--- src/rtl/bird_sprite_ctrl.sv ---
// bird_sprite_ctrl: per-frame bird position latch, ROM addressing, 2-stage pixel pipeline, colour-key transparency
module bird_sprite_ctrl #(
  parameter int          SPRITE_W = 32,
  parameter int          SPRITE_H = 32,
  parameter logic [11:0] KEY_RGB  = 12'h000,
  parameter int          COORD_W  = 10
) (
  input  logic               clk,
  input  logic               reset,
  input  logic               enable,
  input  logic               frame_start,
  input  logic               pix_valid,
  input  logic [COORD_W-1:0] pix_x,
  input  logic [COORD_W-1:0] pix_y,
  input  logic [COORD_W-1:0] bird_x,
  input  logic [COORD_W-1:0] bird_y,
  output logic [4:0]         rom_row,
  output logic [4:0]         rom_col,
  input  logic [11:0]        rom_pixel,
  output logic               sprite_on,
  output logic [11:0]        sprite_rgb,
  output logic [10:0]        last_opaque_cnt
);
  typedef enum logic {IDLE, ACTIVE} state_t;
  state_t r_state, w_state_nxt;
  logic [COORD_W-1:0] r_bx, r_by, w_bx, w_by;
  logic [COORD_W:0] w_dx, w_dy;
  logic w_latch, w_hit, r_hit_d1, r_hit_d2;
  logic [10:0] r_cnt;
  // Next state, latch decision and hit test; a frame_start pixel already sees the new position and state.
  // Offsets use one extra bit, so a pixel left of/above the sprite yields a huge offset and never wraps into it.
  always_comb begin
    w_latch     = frame_start && (enable || r_state == ACTIVE);
    w_state_nxt = frame_start ? (enable ? ACTIVE : IDLE) : r_state;
    w_bx        = w_latch ? bird_x : r_bx;
    w_by        = w_latch ? bird_y : r_by;
    w_dx        = {1'b0, pix_x} - {1'b0, w_bx};
    w_dy        = {1'b0, pix_y} - {1'b0, w_by};
    w_hit       = (w_state_nxt == ACTIVE) && pix_valid &&
                  (w_dx < (COORD_W+1)'(SPRITE_W)) && (w_dy < (COORD_W+1)'(SPRITE_H));
  end
  // State register and once-per-frame position latch
  always_ff @(posedge clk or posedge reset) begin
    if (reset) begin
      r_state <= IDLE;
      r_bx    <= '0;
      r_by    <= '0;
    end else begin
      r_state <= w_state_nxt;
      if (w_latch) begin
        r_bx <= bird_x;
        r_by <= bird_y;
      end
    end
  end
  // Stage 1 drives the ROM address, stage 2 lines the hit flag up with the registered ROM data
  always_ff @(posedge clk or posedge reset) begin
    if (reset) begin
      rom_row  <= '0;
      rom_col  <= '0;
      r_hit_d1 <= 1'b0;
      r_hit_d2 <= 1'b0;
    end else begin
      if (w_hit) begin
        rom_row <= w_dy[4:0];
        rom_col <= w_dx[4:0];
      end
      r_hit_d1 <= w_hit;
      r_hit_d2 <= r_hit_d1;
    end
  end
  // Output stage with colour-key transparency
  always_comb begin
    sprite_on  = r_hit_d2 && (rom_pixel != KEY_RGB);
    sprite_rgb = sprite_on ? rom_pixel : 12'h000;
  end
  // Saturating opaque-pixel counter, handed off at frame_start; a coinciding opaque pixel starts the new count
  always_ff @(posedge clk or posedge reset) begin
    if (reset) begin
      r_cnt           <= '0;
      last_opaque_cnt <= '0;
    end else if (frame_start) begin
      last_opaque_cnt <= r_cnt;
      r_cnt           <= {10'd0, sprite_on};
    end else if (sprite_on && r_cnt != 11'd1024) begin
      r_cnt <= r_cnt + 11'd1;
    end
  end
endmodule

--- config.mk ---
export PLATFORM = sky130hd
export DESIGN_NAME = bird_sprite_ctrl
export DESIGN_NICKNAME = d
export VERILOG_FILES = /design/src/rtl/bird_sprite_ctrl.sv
export SDC_FILE = /design/constraint.sdc
export NUM_CORES = 1
export LEC_CHECK = 0
export ABC_AREA = 1
export BUFFER_PORTS_ARGS = -buffer_cell sky130_fd_sc_hd__buf_2
export CAP_MARGIN = 20
export CORE_ASPECT_RATIO = 0.8
export CORE_MARGIN = 2
export CORE_UTILIZATION = 30
export CTS_CLUSTER_SIZE = 14
export DETAILED_ROUTE_END_ITERATION = 7
export GPL_TIMING_DRIVEN = 0
export PLACE_DENSITY = 0.59
export SLEW_MARGIN = 20
export SYNTH_ARGS = -nofsm -noshare
export SYNTH_HDL_FRONTEND = slang
export SYNTH_SLANG_ARGS = --single-unit
--- constraint.sdc ---
create_clock -name clk -period 3.38 [get_ports clk]
set_input_delay 0.169 -clock clk [delete_from_list [all_inputs] [get_ports clk]]
set_output_delay 0.169 -clock clk [all_outputs]
set_load 0.005 [all_outputs]
==> flow_metrics.env, run 1 <==
export IMPL_status="finished with violations"
export IMPL_violations="negative hold slack"
export IMPL_critical_path_arrival_ns=3.32
export IMPL_critPathLaunchType="flop"
export IMPL_max_slew_margin=0.528
export IMPL_maxCapViolCount=0
export IMPL_synth_warnings=0
export IMPL_timing_fmax_mhz=319
export IMPL_wl_per_cell_um=12.1
export IMPL_p_total_mw=1.78
export IMPL_hpwlAfterDp_mm=6.94
export IMPL_mostFrequentLayoutCells="115 x nand2_1, 101 x inv_1, 92 x buf_2"
export IMPL_gr_usage_all_layers=0.140
export IMPL_cts_clk_slew_worst_paths_ns=0.08
export IMPL_viasPerCell=4.46
export IMPL_power_density_nw_per_um2=400
export IMPL_ys_ff_latch=55
export IMPL_clk_latency_ns=0.30
export IMPL_fin_crit_ns=3.14
export IMPL_dr_pass1_iters=5
export IMPL_peakVddDrop_v=0.000196
export IMPL_area_delta_synth_final_pct=23.3
export IMPL_grt_overflow=0
export IMPL_cts_root_buf="clkbuf_16"
export IMPL_antenna_found_initial=0
export IMPL_hold_path_class="input pin to asynchronous set/reset pin"
export IMPL_syn_inst=486
export IMPL_cts_buffer_depth=2
export IMPL_cts_tree="yes"
export IMPL_grt_max_degree=56
export IMPL_regArea_sq_um=1380
export IMPL_start_util=0.311
export IMPL_worst_setup_path_type="flop to flop"
export IMPL_syn_avg_cell_area_sq_um=7.42
export IMPL_fin_crit_sh=0.928
export IMPL_place_area_sq_um=4250
export IMPL_fin_tns_setup_ns=0
export IMPL_die_x_um=127
export IMPL_crit_chain="o21ai_2 -> buf_6 -> mux2_2 -> ha_1 -> fa_2 -> o21ai_2 -> nand2_1 -> nand2_2 -> nand2_2 -> nand2_1 -> nand3_1 -> nand2_1 -> nand2_1 -> nor2_4 -> nand3_4 -> buf_6 -> nand2_2 -> o21ai_2"
export IMPL_setup_viol=0
export IMPL_gp_congestion=0.858
export IMPL_fin_skew_ns=0.00997
export IMPL_tightest_slew_ns=0.709
export IMPL_synth_fp_nets=566
export IMPL_fin_nets=666
export IMPL_grt_pass1_vias=3212
export IMPL_dieHeight_um=102
export IMPL_io_buffer_count=90
export IMPL_multi_input_area_sq_um=1800
export IMPL_fin_util=0.383
export IMPL_coreArea_sq_um=11600
export IMPL_leakagePower_nw=2.50
export IMPL_vias=3275
export IMPL_layout_commonest_cell="nand2_1"
export IMPL_routed_wl_mm=8.86
export IMPL_place_inst=724
export IMPL_synth_cell_types=34
export IMPL_drt_iter0_drc=158
export IMPL_syn_area_sq_um=3610
export IMPL_reg2reg_depth=18
export IMPL_ant_nets=0
export IMPL_die_area_sq_um=12900
export IMPL_cp_max_fo=10
export IMPL_fill_cells=1221
export IMPL_cpMostUsedCell="nand2_1"
export IMPL_r2r_end="rom_col[2]"
export IMPL_max_stage_delay_ns=0.41
export IMPL_cts_max_level=2
export IMPL_num_io_pins=91
export IMPL_fin_ws_ns=0.243
export IMPL_rows=35
export IMPL_fin_area_sq_um=4450
export IMPL_r2r_setup_slack_ns=0.24
export IMPL_drive_gt1_frac=0.262
export IMPL_antennaDiodeCount=0
export IMPL_final_cells=735
export IMPL_yosysSeqAreaShare=0.381
export IMPL_clkSinkCount=55
export IMPL_final_hold_viol_count=22
export IMPL_crit_path_top_delay_cell="dfrtp_1"
export IMPL_endpoint_kind="flop"
export IMPL_worstPathRequired_ns=3.56
export IMPL_grt_pass1_wl_mm=14.8
export IMPL_fin_hold_ws_ns=-0.0170
export IMPL_dp_slack_ns=-0.168
export IMPL_r2r_start="r_state"
export IMPL_drv_slew=0
export IMPL_numCtsBuffers=5
export IMPL_drc=0
-- cells by family (layout without fill, tap and decap cells) --
| family | count (synthesis) | after routing | synth area share |
|---|---|---|---|
| and+or+nand+nor | 225 | 225 | 0.288 |
| buffers and inverters | 114 | 215 | 0.124 |
| AOI/OAI and AO/OA | 61 | 61 | 0.102 |
| DFF | 55 | 55 | 0.381 |
| adders and majority gates | 23 | 23 | 0.0839 |
| xor gates and xnor gates | 6 | 6 | 0.0146 |
| muxes | 2 | 2 | 0.00624 |
-- how the worst max path moves through the flow --
stage                     startpoint         end  slack, ns  cells after the start
final                        r_state  rom_col[2]       0.24                     18
after floorplan              r_state  rom_col[2]       0.50                     20
after global routing         r_state  rom_row[1]      -0.01                     18
after detailed placement     r_state  rom_row[1]      -0.17                     20
after CTS                    r_state  rom_col[2]       0.03                     20
after global placement       r_state  rom_col[2]      -0.11                     20
-- cells in the mapped netlist, drive strengths merged --
cell type / instances / share of area
a211oi: 2 / 0.0042
a21oi: 15 / 0.023
buf: 3 / 0.0083
clkbuf: 6 / 0.0062
clkinv: 1 / 0.0010
dfrtp: 55 / 0.38
fa: 2 / 0.011
ha: 21 / 0.073
inv: 104 / 0.11
mux2: 2 / 0.0062
nand2: 131 / 0.15
nand3: 36 / 0.061
nand4: 7 / 0.012
nor2: 36 / 0.044
nor3: 11 / 0.015
nor4: 4 / 0.0069
o211ai: 1 / 0.0021
o21a: 2 / 0.0042
o21ai: 38 / 0.059
o21bai: 3 / 0.0094
xnor2: 3 / 0.0073
xor2: 3 / 0.0073
-- flip-flops by register name, summed over array words and instances, names as in the netlist --
register,flops
rom_col,5
r_cnt,11
r_hit_d2,1
r_state,1
r_by,10
r_bx,10
r_hit_d1,1
rom_row,5
last_opaque_cnt,11
-- area by class of cell --
class,instances,area share
clock inverter,3,0.00591
sequential,55,0.309
tap,148,0.0416
clock buffer,5,0.0281
inverter,105,0.0892
buffer,9,0.0146
multi-input combinational,317,0.405
timing repair buffer,93,0.106
-- where the power goes --
| group | total (mW) | switching, mW | internal [mW] |
|---|---|---|---|
| Sequential | 0.703 | 0.0110 | 0.692 |
| Clock | 0.546 | 0.264 | 0.283 |
| Combinational | 0.531 | 0.327 | 0.204 |
-- critical path, delay by kind of cell (launching register included) --
family | cells | cell delay (ns)
AND/OR/NAND/NOR | 10 | 0.91
adder cells (fa/ha/maj) | 2 | 0.60
flip-flops | 1 | 0.41
AO/OA/AOI/OAI | 3 | 0.41
buffers and inverters | 2 | 0.35
multiplexers | 1 | 0.35
-- layer usage --
metal | vias to the layer above | global-route usage | wire length (um)
met4 | 0 | 0.0313 | 64
met5 | - | 0 | 0
met1 | 1481 | 0.198 | 4490
li1 | 1718 | - | -
met3 | 4 | 0.0183 | 374
met2 | 72 | 0.230 | 3930
-- timing repair --
item / in CTS / in global routing
setup buffers: 0 / 2
pin swaps: 0 / 2
gates cloned: 0 / 1
setup endpoints to repair: 10 / 11
resized for setup: 3 / 15
hold buffers: 0 / 0
(Power assumes the default switching activity.)
==> inputs of run 2 (changes only) <==
Settings changed: CELL_PAD_IN_SITES_DETAIL_PLACEMENT set to 0, CELL_PAD_IN_SITES_GLOBAL_PLACEMENT set to 2, HOLD_SLACK_MARGIN set to 0.06, PLACE_DENSITY 0.59 to not set, PLACE_DENSITY_LB_ADDON set to 0.1.
==> flow_metrics.env, run 2 (synthesis gave the netlist of run 1 again) <==
export IMPL_status="complete, no violations"
export IMPL_drt_iter0_drc=117
export IMPL_p_int_mw=1.19
export IMPL_critPathLaunchType="flop"
export IMPL_cpMostUsedCell="nand2_1"
export IMPL_endpoint_kind="flop"
export IMPL_grt_max_degree=41
export IMPL_antenna_found_initial=0
export IMPL_grt_use_met1=0.234
export IMPL_tightest_slew_ns=0.471
export IMPL_start_util=0.311
export IMPL_final_hold_viol_count=0
export IMPL_hpwlAfterDp_mm=7.52
export IMPL_grtUsageMet2=0.230
export IMPL_r2r_setup_slack_ns=0.28
export IMPL_drive_gt1_frac=0.267
export IMPL_crit_path_top_delay_cell="dfrtp_1"
export IMPL_cts_tree="yes"
export IMPL_rsz0062_at_grt="false"
export IMPL_power_density_nw_per_um2=401
export IMPL_viasPerCell=4.45
export IMPL_fin_area_sq_um=4500
export IMPL_biggestRegsByFlops="last_opaque_cnt x11, r_cnt x11"
export IMPL_power_share_clock=0.307
export IMPL_cts_max_level=2
export IMPL_r2r_end="rom_col[2]"
export IMPL_worst_setup_path_type="flop to flop"
export IMPL_cts_buffer_depth=2
export IMPL_io_buffer_count=90
export IMPL_dr_pass1_iters=4
export IMPL_fin_util=0.388
export IMPL_p_comb_frac=0.303
export IMPL_cts_root_buf="clkbuf_16"
export IMPL_power_switching_share=0.342
export IMPL_fin_crit_sh=0.918
export IMPL_fin_nets=668
export IMPL_worstPathRequired_ns=3.57
export IMPL_wl_per_cell_um=12.8
export IMPL_grt_busiest_layer="met1"
export IMPL_setup_viol=0
export IMPL_coreArea_sq_um=11600
export IMPL_reg2reg_depth=18
export IMPL_max_slew_margin=0.684
export IMPL_mostFrequentLayoutCells="115 x nand2_1, 101 x inv_1, 90 x buf_2"
export IMPL_clkSinkCount=55
export IMPL_rows=35
export IMPL_cts_clk_slew_worst_paths_ns=0.07
export IMPL_crit_chain="o21ai_2 -> buf_6 -> mux2_2 -> ha_1 -> fa_2 -> o21ai_1 -> nand2_1 -> nand2_2 -> nand2_2 -> nand2_1 -> nand3_1 -> nand2_1 -> nand2_1 -> nor2_4 -> nand3_4 -> buf_6 -> nand2_2 -> o21ai_2"
export IMPL_num_io_pins=91
export IMPL_max_stage_delay_ns=0.40
export IMPL_dieHeight_um=102
export IMPL_maxCapViolCount=0
export IMPL_fin_tns_setup_ns=0
export IMPL_peakVddDrop_v=0.000198
export IMPL_grt_overflow=0
export IMPL_vias=3277
export IMPL_layout_commonest_cell="nand2_1"
export IMPL_drc=0
export IMPL_crit_end="rom_col[2]"
export IMPL_timing_fmax_mhz=322
export IMPL_clk_latency_ns=0.30
export IMPL_p_total_mw=1.80
export IMPL_p_switching_uw=616
export IMPL_numCtsBuffers=5
export IMPL_gr_usage_met3=0.0283
export IMPL_gp_congestion=0.790
export IMPL_pwr_share_seq=0.390
export IMPL_ant_nets=0
export IMPL_antennaDiodeCount=0
export IMPL_leakagePower_nw=2.52
export IMPL_r2r_start="r_state"
export IMPL_fin_crit_ns=3.10
export IMPL_routed_wl_mm=9.40
export IMPL_grt_pass1_vias=3192
export IMPL_grt_pass1_wl_mm=15.9
export IMPL_fin_hold_ws_ns=0.124
export IMPL_die_area_sq_um=12900
export IMPL_cp_max_fo=10
export IMPL_gr_usage_all_layers=0.155
export IMPL_area_delta_synth_final_pct=24.8
export IMPL_drv_slew=0
export IMPL_place_area_sq_um=4270
export IMPL_critical_path_arrival_ns=3.29
export IMPL_die_x_um=127
export IMPL_hold_path_class="input pin to flop"
export IMPL_fin_skew_ns=0.00440
export IMPL_worstSetupStartpoint="r_state"
[run 2: worst max-delay path, delay by kind of cell, from the launching register on]
family | cells | cell delay, ns
AOI/OAI and AO/OA | 3 | 0.36
buffers and inverters | 2 | 0.35
adders and majority gates | 2 | 0.58
DFF | 1 | 0.40
muxes | 1 | 0.35
and+or+nand+nor | 10 | 0.93
[run 2: final cells by class]
type	instances	area (sq um)
Timing Repair Buffer	95	510
Inverter	105	397
Clock inverter	3	28.8
Buffer	9	71.3
Clock buffer	5	125
Tap cell	148	185
Sequential cell	55	1380
Fill cell	1244	7100
Multi-Input combinational cell	317	1810
[run 2: per-stage QoR]
step | setup WS (ns) | instances
after floorplan | 0.496 | 486
after global placement | -0.281 | 724
after detailed placement | -0.301 | 725
after CTS | 0.0473 | 734
after global routing | 0.0157 | 737
final | 0.277 | 737
[run 2: repair_timing]
item | 4_1_cts | 5_1_grt
hold buffers | 1 | 0
setup endpoints to repair | 11 | 11
gates cloned | 0 | 0
pin swaps | 0 | 1
endpoints found under the hold margin | 15 | 0
buffers inserted | 0 | 3
resized for setup | 4 | 17
[run 2: routing by layer]
metal	wire [um]	up-vias
met5	0	-
met4	79	0
met3	381	8
met2	3890	63
met1	5050	1473
li1	-	1733
[run 2: worst min-delay path by stage]
stage | depth (start not counted) | to | from
6_report | 2 | r_bx[0] | bird_x[0]
5_1_grt | 2 | r_bx[0] | bird_x[0]
4_1_cts | 2 | r_bx[0] | bird_x[0]
3_5_place_dp | 2 | r_cnt[10] | reset
3_3_place_gp | 0 | r_hit_d2 | r_hit_d1
2_1_floorplan | 2 | r_state | enable
[run 2: power by group through the flow]
stage | registers (mW) | logic, mW | clock network (mW)
2_1_floorplan | 0.714 | 0.389 | 0
3_3_place_gp | 0.716 | 0.522 | 0
3_5_place_dp | 0.717 | 0.532 | 0
4_1_cts | 0.704 | 0.538 | 0.584
5_1_grt | 0.708 | 0.635 | 0.610
6_report | 0.704 | 0.546 | 0.553
